<file path="config.mk">
export PLATFORM = sky130hd
export DESIGN_NAME = csi2_packet_tx_flat
export DESIGN_NICKNAME = d
export VERILOG_FILES = /design/src/rtl/csi2_pkg.sv /design/src/rtl/csi2_packet_tx_if.sv /design/src/rtl/csi2_crc16_2byte.sv /design/src/rtl/csi2_packet_tx.sv /design/src/flat_wrapper.sv
export SDC_FILE = /design/constraint.sdc
export NUM_CORES = 1
export LEC_CHECK = 0
export BUFFER_PORTS_ARGS = -buffer_cell sky130_fd_sc_hd__buf_2
export CAP_MARGIN = 10
export CORE_UTILIZATION = 53
export CTS_CLUSTER_SIZE = 10
export DETAILED_ROUTE_END_ITERATION = 7
export PLACE_DENSITY_LB_ADDON = 0.1
export SYNTH_ARGS = -nofsm -noshare
export SYNTH_HDL_FRONTEND = slang
export SYNTH_SLANG_ARGS = --single-unit
</file>
<file path="constraint.sdc">
create_clock -name sys_clk -period 3.1 [get_ports sys_clk]
set_input_delay 0.31 -clock sys_clk [delete_from_list [all_inputs] [get_ports sys_clk]]
set_output_delay 0.31 -clock sys_clk [all_outputs]
set_load 0.03 [all_outputs]
</file>
<file path="src/rtl/csi2_pkg.sv">
// Shared CSI-2 definitions: transmitter states, protocol constants and the header ECC.
// Latency: n/a (types, constants and a pure function).
// Backpressure: n/a.
package csi2_pkg;

  typedef enum logic [3:0] {
    ST_IDLE,
    ST_LP01,
    ST_LP00,
    ST_HS_ZERO,
    ST_SYNC,
    ST_HDR0,
    ST_HDR1,
    ST_PAYLOAD,
    ST_CRC,
    ST_TRAIL
  } state_t;

  localparam logic [7:0]  SYNC_BYTE   = 8'hB8;
  localparam logic [15:0] CRC_SEED    = 16'hFFFF;
  localparam logic [15:0] CRC_POLY    = 16'h8408;  // x^16+x^12+x^5+1, bit-reversed
  localparam logic [5:0]  DT_LONG_MIN = 6'h10;     // data types at or above this are long packets

  localparam logic [5:0] DT_FS    = 6'h00;
  localparam logic [5:0] DT_FE    = 6'h01;
  localparam logic [5:0] DT_RAW8  = 6'h2A;
  localparam logic [5:0] DT_RAW10 = 6'h2B;

  // Header ECC: each parity bit is the XOR of the header bits selected by its mask.
  // hdr[7:0] = {vc, dt}, hdr[23:8] = word count. Bits [7:6] of the result are zero.
  function automatic logic [7:0] ecc6(input logic [23:0] hdr);
    logic [5:0] p;
    p[0] = ^(hdr & 24'hF12CB7);
    p[1] = ^(hdr & 24'hF2555B);
    p[2] = ^(hdr & 24'h749A6D);
    p[3] = ^(hdr & 24'hB8E38E);
    p[4] = ^(hdr & 24'hDF03F0);
    p[5] = ^(hdr & 24'hEFFC00);
    return {2'b00, p};
  endfunction

endpackage

</file>
<file path="src/rtl/csi2_packet_tx_if.sv">
// Command and payload handshake bundle between a packet source and the CSI-2 transmitter.
// Latency: n/a (wires only).
// Backpressure: cmd_ready / data_ready are driven by the transmitter (slave side).
// Ports: cmd_valid/cmd_ready/cmd_vc/cmd_type/cmd_wc request a packet; data_i/data_valid/data_ready carry payload words.
interface csi2_packet_tx_if;
  logic        cmd_valid;
  logic        cmd_ready;
  logic [1:0]  cmd_vc;
  logic [5:0]  cmd_type;
  logic [15:0] cmd_wc;
  logic [15:0] data_i;
  logic        data_valid;
  logic        data_ready;

  modport master (
    output cmd_valid, cmd_vc, cmd_type, cmd_wc, data_i, data_valid,
    input  cmd_ready, data_ready
  );

  modport slave (
    input  cmd_valid, cmd_vc, cmd_type, cmd_wc, data_i, data_valid,
    output cmd_ready, data_ready
  );
endinterface

</file>
<file path="src/rtl/csi2_crc16_2byte.sv">
// CSI-2 payload CRC16 (reflected 0x8408), two bytes per clock, byte0 first, LSB first; also used by the receiver check.
// Latency: crc reflects the bytes presented with en one clock later; init reloads the seed.
// Backpressure: none; the caller decides when en is asserted.
// Ports: clk, rst (sync, active-high), init, en, byte0, byte1 in; crc out.
module csi2_crc16_2byte
  import csi2_pkg::*;
(
  input  logic        clk,
  input  logic        rst,
  input  logic        init,
  input  logic        en,
  input  logic [7:0]  byte0,
  input  logic [7:0]  byte1,
  output logic [15:0] crc
);

  function automatic logic [15:0] step8(input logic [15:0] c, input logic [7:0] b);
    logic [15:0] r;
    r = c;
    for (int i = 0; i < 8; i++) begin
      r = (r[0] ^ b[i]) ? ((r >> 1) ^ CRC_POLY) : (r >> 1);
    end
    return r;
  endfunction

  always_ff @(posedge clk) begin
    if (rst || init) begin
      crc <= CRC_SEED;
    end else if (en) begin
      crc <= step8(step8(crc, byte0), byte1);
    end
  end

endmodule

</file>
<file path="src/rtl/csi2_packet_tx.sv">
// Two-lane CSI-2 packet transmitter: LP11->LP01->LP00->HS-zero, sync, header+ECC, payload, CRC16, trail, back to LP11.
// Latency: sync byte appears T_LPX+T_PREPARE+T_ZERO+1 cycles after the accepting cycle; byte outputs decode the state.
// Backpressure: cmd_ready only in IDLE after T_EXIT LP11 cycles; HS never pauses, missing payload is sent as 0x00.
// Ports: sys_clk, reset (sync, active-high), host (slave modport: command + payload handshake),
//        lane0_byte/lane1_byte/hs_en to the serializers, lp_p/lp_n to the LP buffers, busy and error pulses.
module csi2_packet_tx
  import csi2_pkg::*;
#(
  parameter int T_LPX     = 2,
  parameter int T_PREPARE = 2,
  parameter int T_ZERO    = 6,
  parameter int T_TRAIL   = 4,
  parameter int T_EXIT    = 4
) (
  input  logic              sys_clk,
  input  logic              reset,
  csi2_packet_tx_if.slave   host,
  output logic [7:0]        lane0_byte,
  output logic [7:0]        lane1_byte,
  output logic              hs_en,
  output logic              lp_p,
  output logic              lp_n,
  output logic              busy,
  output logic              err_underrun,
  output logic              err_odd_wc
);

  // Timed states count cnt from N-1 down to 0, so they last exactly N cycles.
  localparam logic [15:0] LPX_LOAD   = 16'(T_LPX - 1);
  localparam logic [15:0] PREP_LOAD  = 16'(T_PREPARE - 1);
  localparam logic [15:0] ZERO_LOAD  = 16'(T_ZERO - 1);
  localparam logic [15:0] TRAIL_LOAD = 16'(T_TRAIL - 1);
  localparam logic [7:0]  EXIT_MAX   = 8'(T_EXIT);

  state_t      state, state_nxt;
  logic [15:0] cnt, cnt_nxt;
  logic [7:0]  exit_cnt;
  logic [1:0]  vc;
  logic [5:0]  dt;
  logic [15:0] wc;
  logic        last0_b7, last1_b7;
  logic [15:0] crc;
  logic        crc_init, crc_en;
  logic        accept, cmd_long, odd_reject, pkt_long, trail_done;

  assign host.cmd_ready = (state == ST_IDLE) && (exit_cnt >= EXIT_MAX) && !reset;
  assign accept         = host.cmd_valid && host.cmd_ready;
  assign cmd_long       = host.cmd_type >= DT_LONG_MIN;
  assign odd_reject     = accept && cmd_long && host.cmd_wc[0];
  assign err_odd_wc     = odd_reject;
  assign pkt_long       = dt >= DT_LONG_MIN;
  assign trail_done     = (state == ST_TRAIL) && (cnt == 16'd0);

  assign busy  = (state != ST_IDLE);
  assign hs_en = (state == ST_HS_ZERO) || (state == ST_SYNC) || (state == ST_HDR0) ||
                 (state == ST_HDR1) || (state == ST_PAYLOAD) || (state == ST_CRC) ||
                 (state == ST_TRAIL);
  assign lp_p  = (state == ST_IDLE);
  assign lp_n  = (state == ST_IDLE) || (state == ST_LP01);

  always_ff @(posedge sys_clk) begin
    if (reset) begin
      state    <= ST_IDLE;
      cnt      <= 16'd0;
      exit_cnt <= EXIT_MAX;
      vc       <= 2'd0;
      dt       <= 6'd0;
      wc       <= 16'd0;
      last0_b7 <= 1'b0;
      last1_b7 <= 1'b0;
    end else begin
      state <= state_nxt;
      cnt   <= cnt_nxt;
      if (accept) begin
        vc <= host.cmd_vc;
        dt <= host.cmd_type;
        wc <= host.cmd_wc;
      end
      if (odd_reject || trail_done) begin
        exit_cnt <= 8'd0;
      end else if ((state == ST_IDLE) && (exit_cnt < EXIT_MAX)) begin
        exit_cnt <= exit_cnt + 8'd1;
      end
      // Trail inverts the MSB of the last HS byte, so freeze it while trailing.
      if (state != ST_TRAIL) begin
        last0_b7 <= lane0_byte[7];
        last1_b7 <= lane1_byte[7];
      end
    end
  end

  always_comb begin
    state_nxt       = state;
    cnt_nxt         = (cnt != 16'd0) ? cnt - 16'd1 : cnt;
    lane0_byte      = 8'h00;
    lane1_byte      = 8'h00;
    host.data_ready = 1'b0;
    err_underrun    = 1'b0;
    crc_init        = 1'b0;
    crc_en          = 1'b0;
    unique case (state)
      ST_IDLE: begin
        if (accept && !odd_reject) begin
          state_nxt = ST_LP01;
          cnt_nxt   = LPX_LOAD;
        end
      end
      ST_LP01: begin
        if (cnt == 16'd0) begin
          state_nxt = ST_LP00;
          cnt_nxt   = PREP_LOAD;
        end
      end
      ST_LP00: begin
        if (cnt == 16'd0) begin
          state_nxt = ST_HS_ZERO;
          cnt_nxt   = ZERO_LOAD;
        end
      end
      ST_HS_ZERO: begin
        if (cnt == 16'd0) state_nxt = ST_SYNC;
      end
      ST_SYNC: begin
        lane0_byte = SYNC_BYTE;
        lane1_byte = SYNC_BYTE;
        crc_init   = 1'b1;
        state_nxt  = ST_HDR0;
      end
      ST_HDR0: begin
        lane0_byte = {vc, dt};
        lane1_byte = wc[7:0];
        state_nxt  = ST_HDR1;
      end
      ST_HDR1: begin
        lane0_byte = wc[15:8];
        lane1_byte = ecc6({wc, vc, dt});
        if (!pkt_long) begin
          state_nxt = ST_TRAIL;
          cnt_nxt   = TRAIL_LOAD;
        end else if (wc == 16'd0) begin
          state_nxt = ST_CRC;
        end else begin
          state_nxt = ST_PAYLOAD;
          cnt_nxt   = {1'b0, wc[15:1]} - 16'd1;
        end
      end
      ST_PAYLOAD: begin
        host.data_ready = 1'b1;
        crc_en          = 1'b1;
        if (host.data_valid) begin
          lane0_byte = host.data_i[7:0];
          lane1_byte = host.data_i[15:8];
        end else begin
          err_underrun = 1'b1;
        end
        if (cnt == 16'd0) state_nxt = ST_CRC;
      end
      ST_CRC: begin
        lane0_byte = crc[7:0];
        lane1_byte = crc[15:8];
        state_nxt  = ST_TRAIL;
        cnt_nxt    = TRAIL_LOAD;
      end
      ST_TRAIL: begin
        lane0_byte = {8{~last0_b7}};
        lane1_byte = {8{~last1_b7}};
        if (cnt == 16'd0) state_nxt = ST_IDLE;
      end
      default: state_nxt = ST_IDLE;
    endcase
  end

  csi2_crc16_2byte u_crc (
    .clk   (sys_clk),
    .rst   (reset),
    .init  (crc_init),
    .en    (crc_en),
    .byte0 (lane0_byte),
    .byte1 (lane1_byte),
    .crc   (crc)
  );

endmodule

</file>
<file path="src/flat_wrapper.sv">
// flat-port wrapper written by rule: the top's interface ports become plain ports
module csi2_packet_tx_flat import csi2_pkg::*;
#(
  parameter int T_LPX     = 2,
  parameter int T_PREPARE = 2,
  parameter int T_ZERO    = 6,
  parameter int T_TRAIL   = 4,
  parameter int T_EXIT    = 4
)
  (sys_clk, reset, lane0_byte, lane1_byte, hs_en, lp_p, lp_n, busy, err_underrun, err_odd_wc, host_cmd_valid, host_cmd_vc, host_cmd_type, host_cmd_wc, host_data_i, host_data_valid, host_cmd_ready, host_data_ready);
  csi2_packet_tx_if host_i ();
  input  logic sys_clk;
  input  logic reset;
  output logic [7:0] lane0_byte;
  output logic [7:0] lane1_byte;
  output logic hs_en;
  output logic lp_p;
  output logic lp_n;
  output logic busy;
  output logic err_underrun;
  output logic err_odd_wc;
  input wire logic [$bits(host_i.cmd_valid)-1:0] host_cmd_valid;
  input wire logic [$bits(host_i.cmd_vc)-1:0] host_cmd_vc;
  input wire logic [$bits(host_i.cmd_type)-1:0] host_cmd_type;
  input wire logic [$bits(host_i.cmd_wc)-1:0] host_cmd_wc;
  input wire logic [$bits(host_i.data_i)-1:0] host_data_i;
  input wire logic [$bits(host_i.data_valid)-1:0] host_data_valid;
  output wire logic [$bits(host_i.cmd_ready)-1:0] host_cmd_ready;
  output wire logic [$bits(host_i.data_ready)-1:0] host_data_ready;
  assign host_i.cmd_valid = host_cmd_valid;
  assign host_i.cmd_vc = host_cmd_vc;
  assign host_i.cmd_type = host_cmd_type;
  assign host_i.cmd_wc = host_cmd_wc;
  assign host_i.data_i = host_data_i;
  assign host_i.data_valid = host_data_valid;
  assign host_cmd_ready = host_i.cmd_ready;
  assign host_data_ready = host_i.data_ready;
  csi2_packet_tx #(.T_LPX(T_LPX), .T_PREPARE(T_PREPARE), .T_ZERO(T_ZERO), .T_TRAIL(T_TRAIL), .T_EXIT(T_EXIT)) u_core (.sys_clk(sys_clk), .reset(reset), .host(host_i), .lane0_byte(lane0_byte), .lane1_byte(lane1_byte), .hs_en(hs_en), .lp_p(lp_p), .lp_n(lp_n), .busy(busy), .err_underrun(err_underrun), .err_odd_wc(err_odd_wc));
endmodule
</file>
==> metrics.csv, run 1 <==
stage;metric;value;unit
detailed_routing;route.detailed.drc;0;
global_route;first_global_vias;4711;
timing;setup_tns;0;ps
setup_path;crit_path_start_kind;register;
outcome;status;finished clean;
power_and_ir_drop;p_clk_frac;0.110;
final_layout;n_antenna_cell;0;
timing;fin_crit_sh;0.970;
cts;cts_tree;built;
global_route;grt_pass1_wl;24.7;mm
power_and_ir_drop;power.total;8.50;mW
setup_path;slowest_stage;xnor3_1;
timing;worstMarginPinSlew;715;ps
power_and_ir_drop;p_per_area;1330;nW/um^2
detailed_routing;wirelength;15.7;mm
timing;setup_viol;0;
final_layout;drive_above_1_share;0.265;
global_route;grt_overflow_total;0;
cts;clock_sinks;70;
flow_run;max_cap_viol_count;0;
setup_path;cp_common_cell;xnor3_1;
global_route;gr-usage-met2;0.506;
global_route;grt_busiest_layer;met2;
setup_path;path_delay_family;XOR/XNOR gates;
logic_synthesis;yosysWarningCount;0;
setup_path;worstPathCellList;nor2b_2, buf_6, a22o_1, a221o_2, xor2_4, xnor3_1, xor3_1, xnor3_1, nor2_1, o21ai_1;
setup_path;crit_fanout;8;
placed_design;port_buffers;67;
setup_path;timing.critical_path.buf_inv;1;
logic_synthesis;mappedNetlistArea;5090;um^2
setup_path;crit_required;3330;ps
detailed_routing;wire_per_inst;18.3;um
cts;root_buffer;clkbuf_8;
logic_synthesis;avgSynthCellArea;8.27;um^2
logic_synthesis;synth-seq-cells;70;
setup_path;cp-end-kind;register;
cts;ctsLongestPathBuffers;2;
global_route;grt_use_total;0.321;
logic_synthesis;seq_area_frac_synth;0.275;
logic_synthesis;yosys-top-cells-area;dfxtp_1, xnor2_1, xnor3_1, nand2_1, nor2_1;
setup_path;critical_path_class;register to register;
timing;hold_viol;0;
timing;fin_hold_ws;151;ps
detailed_routing;drt_first_iter_violations;375;
floorplan;io_pins;68;
logic_synthesis;synth-edff-count;0;
power_and_ir_drop;power_frac_seq;0.149;
logic_synthesis;synth_nets;676;
timing;slew_headroom;0.518;
timing;maxSlewViolCount;0;
cts;clk_pin_slew;80;ps
timing;fin_skew;16.3;ps
floorplan;start_util;0.549;
placed_design;dpl.hpwl;11.9;mm
floorplan;die_w;100;um
power_and_ir_drop;combPwrFrac;0.741;
power_and_ir_drop;p_leak;2.76;nW
final_layout;syn2layout_area_growth;25.6;%
logic_synthesis;synthFlopType;dfxtp_1;
power_and_ir_drop;switching_power;3.82;mW
timing;fmax;332;MHz
floorplan;core_area;9280;um^2
floorplan;die_h;100;um
final_layout;nNetsFinal;787;
setup_path;arrival;3240;ps
logic_synthesis;ys_async_sr_fraction;0;
logic_synthesis;synth_top_area_cell;dfxtp_1;
detailed_routing;viasPerCell;5.85;
logic_synthesis;synth_top_area_share;0.275;
power_and_ir_drop;peakVddDrop;0.947;mV
setup_path;cp_slowest_stage_delay;450;ps
detailed_routing;detail-route-antenna-nets;0;
power_and_ir_drop;internal_power;4.68;mW
cts;insertion_delay;350;ps
logic_synthesis;synthCells;616;
floorplan;die-area;10000;um^2
detailed_routing;dr_total_vias;5037;
cts;htree_levels;3;
placed_design;routabilityCongestion;0.989;
floorplan;rows;35;
cts;numCtsBuffers;9;
global_route;grt_max_degree;49;
global_route;grt_antenna_before_repair;0;
timing;fin_crit;3010;ps
logic_synthesis;synth_cell_type_count;61;
worst_hold_path;hold_class;input port to register;
power_and_ir_drop;switching_share;0.449;
global_route;met1_usage;0.455;
detailed_routing;first_pass_iters;5;
global_route;use_met3;0.0453;
[flip-flops by register name (all words and copies together), names as in the netlist]
name,cells
u_core.last0_b7,1
u_core.wc,16
u_core.cnt,16
u_core.u_crc.crc,16
u_core.dt,6
u_core.last1_b7,1
u_core.state,4
u_core.vc,2
u_core.exit_cnt,8
[cells in the mapped netlist (all sizes together) (7+ instances only)]
| cell | count |
|---|---|
| xor2 | 24 |
| a22oi | 8 |
| and2 | 7 |
| a32oi | 7 |
| xnor2 | 67 |
| nand3 | 13 |
| o22a | 7 |
| a21oi | 22 |
| o21ai | 34 |
| or3 | 11 |
| ha | 16 |
| mux2i | 8 |
| xnor3 | 10 |
| buf | 10 |
| o211ai | 17 |
| o31ai | 18 |
| nor2 | 59 |
| nor3 | 15 |
| inv | 31 |
| nor2b | 8 |
| dfxtp | 70 |
| clkbuf | 24 |
| nand2 | 59 |
[metrics by stage]
step,area [um^2],util,cells,setup slack [ps]
global route,6400,0.689,861,-51.4
detailed placement,5940,0.640,839,19.2
finish,6400,0.689,861,92.1
global placement,5940,0.640,839,33.8
floorplan,5140,-,616,-1.73
CTS,6190,0.667,855,-6.10
[timing repair]
item                                    CTS  global route
endpoints found under the setup margin    2             8
buffers inserted                          0             6
hold buffers                              0             0
gates resized for setup                   0            34
hold endpoints to repair                  0             0
pin swaps                                 3             6
[cell usage in the layout (no fill, tap or decap), types with 3 or more instances in the layout]
master,Yosys,layout
buf_2,6,67
buf_4,0,64
dfxtp_1,70,63
xnor2_1,65,60
nor2_1,59,59
nand2_1,59,59
o21ai_0,31,31
inv_1,30,30
a21oi_1,22,22
xor2_1,22,20
o31ai_1,18,18
o211ai_1,17,17
nor3_1,15,15
ha_1,16,14
nand3_1,12,12
or3_1,11,11
xnor3_1,10,10
clkbuf_8,0,10
a22oi_1,8,7
a32oi_1,7,7
and2_1,7,7
o22a_1,7,7
nand2b_1,6,6
a21o_1,6,6
xnor2_2,2,6
mux2i_1,7,6
nand4_1,6,6
nor2b_1,7,5
dfxtp_2,0,5
a31oi_1,4,4
nor3b_2,0,3
a22o_1,3,3
and3_1,3,3
a211o_1,5,3
or2_2,3,3
a211oi_1,3,3
bufinv_16,0,3
buf_6,2,3
[metal layers]
layer / vias up / part of all wire
met5: - / 0
met4: 0 / 0.022
met3: 30 / 0.068
met2: 204 / 0.46
met1: 2418 / 0.45
li1: 2385 / -
[power by group through the flow]
| stage | clock network [mW] | logic [mW] | registers, mW |
|---|---|---|---|
| 2_1_floorplan | 0 | 4.39 | 1.23 |
| 3_5_place_dp | 0 | 5.97 | 1.27 |
| 3_3_place_gp | 0 | 5.88 | 1.26 |
| 5_1_grt | 0.968 | 6.78 | 1.30 |
| 4_1_cts | 0.939 | 6.02 | 1.25 |
| 6_report | 0.936 | 6.30 | 1.27 |
[cells by family (layout without fill, tap and decap cells)]
group / after synthesis / count (layout) / share of synthesized area
AO/OA/AOI/OAI: 150 / 150 / 0.203
XOR/XNOR: 104 / 104 / 0.221
adder cells (fa/ha/maj): 16 / 16 / 0.0393
buffers and inverters: 65 / 181 / 0.0523
flip-flops: 70 / 70 / 0.275
multiplexers: 10 / 10 / 0.0209
AND/OR/NAND/NOR: 201 / 201 / 0.189
[final cells by class]
class	instances	area (um^2)
repair buffers	134	850
clock buffers	11	141
flip-flops and latches	70	1420
multi-input cells	481	3610
fillers	793	2890
well taps	129	161
clock inverters	5	106
inverters	31	116
[worst register-to-register path: cells and delay by family (launching register included)]
family                 cells  cell delay, ps
AO/OA/AOI/OAI              3             750
XOR/XNOR                   4            1350
buffers and inverters      1             140
flip-flops                 1             380
AND/OR/NAND/NOR            2             260
[final timing paths]
check | from | to | slack [ps] | cells past startpoint
setup reg to reg | u_core.state[1]$_SDFFE_PP0P_ | u_core.u_crc.crc[3]$_SDFFE_PP1P_ | 90 | 10
hold / removal | host_cmd_wc[5] | u_core.wc[5]$_SDFFE_PP0P_ | 150 | 3
hold reg to reg | u_core.exit_cnt[5]$_SDFFE_PP0P_ | u_core.exit_cnt[5]$_SDFFE_PP0P_ | 470 | 1
setup / recovery | u_core.state[1]$_SDFFE_PP0P_ | u_core.u_crc.crc[3]$_SDFFE_PP1P_ | 90 | 10
No activity file was read; power rests on OpenSTA's default activity.
==> inputs of run 2 (changes only) <==
ABC_CLOCK_PERIOD_IN_PS = 3100   (was unset)
SETUP_SLACK_MARGIN = 0.15   (was unset)
==> run 2 against run 1 <==
- core utilization increased by 1.6 points
- die area unchanged
- cell area is 2.4% higher
- sequential cell count unchanged
- first-iteration DRC count fell by 1.1%
- sequential share of layout area fell by 0.38 points
- largest power group unchanged
- highest routed layer unchanged
==> metrics.csv, run 2 (same netlist as run 1, synthesis figures left out) <==
stage;metric;value;unit
outcome;status;finished clean;
global_route;first_global_vias;4664;
setup_path;r2r-start;u_core.wc[15]$_SDFFE_PP0P_;
floorplan;rows;35;
final_layout;design_area;6550;um^2
timing;maxSlewViolCount;0;
cts;htree_levels;3;
detailed_routing;viasPerCell;5.85;
setup_path;r2r_cells;11;
setup_path;ff2ff_setup_slack;160;ps
cts;ctsLongestPathBuffers;2;
timing;fin_hold_ws;146;ps
setup_path;reg2reg_to;u_core.u_crc.crc[0]$_SDFFE_PP1P_;
detailed_routing;detail-route-antenna-nets;0;
final_layout;top_regs;u_core.cnt x16, u_core.u_crc.crc x16, u_core.wc x16;
floorplan;start_util;0.549;
flow_run;max_cap_viol_count;0;
final_layout;nNetsFinal;782;
timing;slew_headroom;0.598;
worst_hold_path;hp-start;host_cmd_wc[10];
timing;worstMarginPinSlew;601;ps
placed_design;port_buffers;67;
setup_path;crit_required;3390;ps
floorplan;core_area;9280;um^2
detailed_routing;first_pass_iters;5;
cts;root_buffer;clkbuf_8;
final_layout;layout_common_cells;buf_2, nor2_1, nand2_1, dfxtp_1, buf_4;
timing;worst_slack;158;ps
timing;fin_crit;2940;ps
floorplan;die-area;10000;um^2
timing;rsz0062_at_grt;true;
final_layout;syn2layout_area_growth;28.6;%
final_layout;final_core_util;0.705;
global_route;grt_use_total;0.317;
global_route;grt_overflow_total;0;
floorplan;die_h;100;um
final_layout;n_antenna_cell;0;
detailed_routing;wirelength;15.8;mm
timing;hold_viol;0;
worst_hold_path;min_to;u_core.wc[10]$_SDFFE_PP0P_;
timing;fmax;340;MHz
cts;numCtsBuffers;9;
worst_hold_path;hold_class;input port to register;
setup_path;arrival;3240;ps
cts;clock_sinks;70;
cts;postCtsHoldBufs;0;
placed_design;place_ws;23.3;ps
timing;setup_viol;0;
setup_path;crit_path_start_kind;register;
placed_design;routabilityCongestion;0.962;
final_layout;mostFrequentLayoutCell;buf_2;
cts;insertion_delay;350;ps
cts;clk_pin_slew;80;ps
detailed_routing;dr_total_vias;5011;
global_route;grt_pass1_wl;24.3;mm
setup_path;critical_path_class;register to register;
detailed_routing;route.detailed.drc;0;
global_route;grt_max_degree;49;
final_layout;drive_above_1_share;0.297;
floorplan;die_w;100;um
global_route;grt_antenna_before_repair;0;
final_layout;fillers;743;
placed_design;post_dp_cell_area;5950;um^2
detailed_routing;wire_per_inst;18.4;um
power_and_ir_drop;p_per_area;1350;nW/um^2
setup_path;cp-end-kind;register;
cts;cts_tree;built;
placed_design;dpl.hpwl;11.8;mm
power_and_ir_drop;p_leak;2.79;nW
timing;fin_crit_sh;0.949;
detailed_routing;drt_first_iter_violations;371;
worst_hold_path;min_path_cells;3;
setup_path;crit_fanout;3;
power_and_ir_drop;peakVddDrop;1.16;mV
floorplan;io_pins;68;
timing;fin_skew;9.29;ps
timing;setup_tns;0;ps
==> run 2: changes by cell type in the layout (fill, tap and decap cells not counted), moves of 3 or more <==
cell,delta
buf_4,-8
dfxtp_1,-5
dfxtp_2,+4
ha_1,-4
ha_4,+5
inv_1,-3
inv_2,+3
xnor2_1,-5
xnor2_2,+4
==> run 2: worst max path at each step <==
stage / start / to / slack, ps / cells after the start
2_1_floorplan: u_core.state[3]$_SDFFE_PP0P_ / u_core.u_crc.crc[3]$_SDFFE_PP1P_ / 40 / 13
3_3_place_gp: u_core.wc[14]$_SDFFE_PP0P_ / u_core.u_crc.crc[0]$_SDFFE_PP1P_ / 60 / 11
3_5_place_dp: u_core.wc[7]$_SDFFE_PP0P_ / u_core.u_crc.crc[3]$_SDFFE_PP1P_ / 20 / 11
4_1_cts: u_core.wc[11]$_SDFFE_PP0P_ / u_core.u_crc.crc[0]$_SDFFE_PP1P_ / 90 / 11
5_1_grt: u_core.wc[15]$_SDFFE_PP0P_ / u_core.u_crc.crc[0]$_SDFFE_PP1P_ / 40 / 11
6_report: u_core.wc[15]$_SDFFE_PP0P_ / u_core.u_crc.crc[0]$_SDFFE_PP1P_ / 160 / 11
==> run 2: final cells by class <==
class	instances	area, um^2	share of cell area
repair buffers	129	860	0.131
clock inverters	5	57.6	0.00879
multi-input cells	481	3780	0.577
well taps	129	161	0.0247
flip-flops and latches	70	1420	0.217
clock buffers	11	151	0.0231
inverters	31	116	0.0178
==> run 2: repair_timing <==
| action | 4_1_cts | 5_1_grt |
|---|---|---|
| pin swaps | 2 | 15 |
| gates resized for setup | 9 | 43 |
| setup endpoints to repair | 7 | 21 |
| setup buffers | 1 | 12 |
| gates cloned | 0 | 2 |
==> run 2: metrics by stage <==
stage	cells	total power, mW
global route	856	9.37
floorplan	616	5.71
CTS	842	8.14
detailed placement	825	7.22
finish	856	8.83
global placement	825	7.15
==> run 2: power breakdown <==
| group | switching, mW | internal [mW] | total, mW |
|---|---|---|---|
| Sequential | 0.231 | 1.09 | 1.32 |
| Combinational | 3.37 | 3.34 | 6.71 |
| Clock | 0.378 | 0.414 | 0.793 |
| Total | 3.98 | 4.85 | 8.83 |
==> run 2: routing by layer <==
layer  global-route usage  vias to the layer above  wire (um)
li1                     -                     2367          -
met4                0.103                        0        420
met3               0.0369                       37       1080
met5                    0                        -          0
met2                0.495                      214       7080
met1                0.457                     2393       7190
==> run 2: critical path, cell delays in order, from the launching register on <==
cell and delay (ps):
dfxtp_2 370, inv_1 120, ha_4 300, xnor3_2 450
xnor3_1 250, xnor2_1 120, nor2_1 70, a211o_4 310
xnor2_4 220, xnor3_1 270, or3_1 310, nand3_1 80
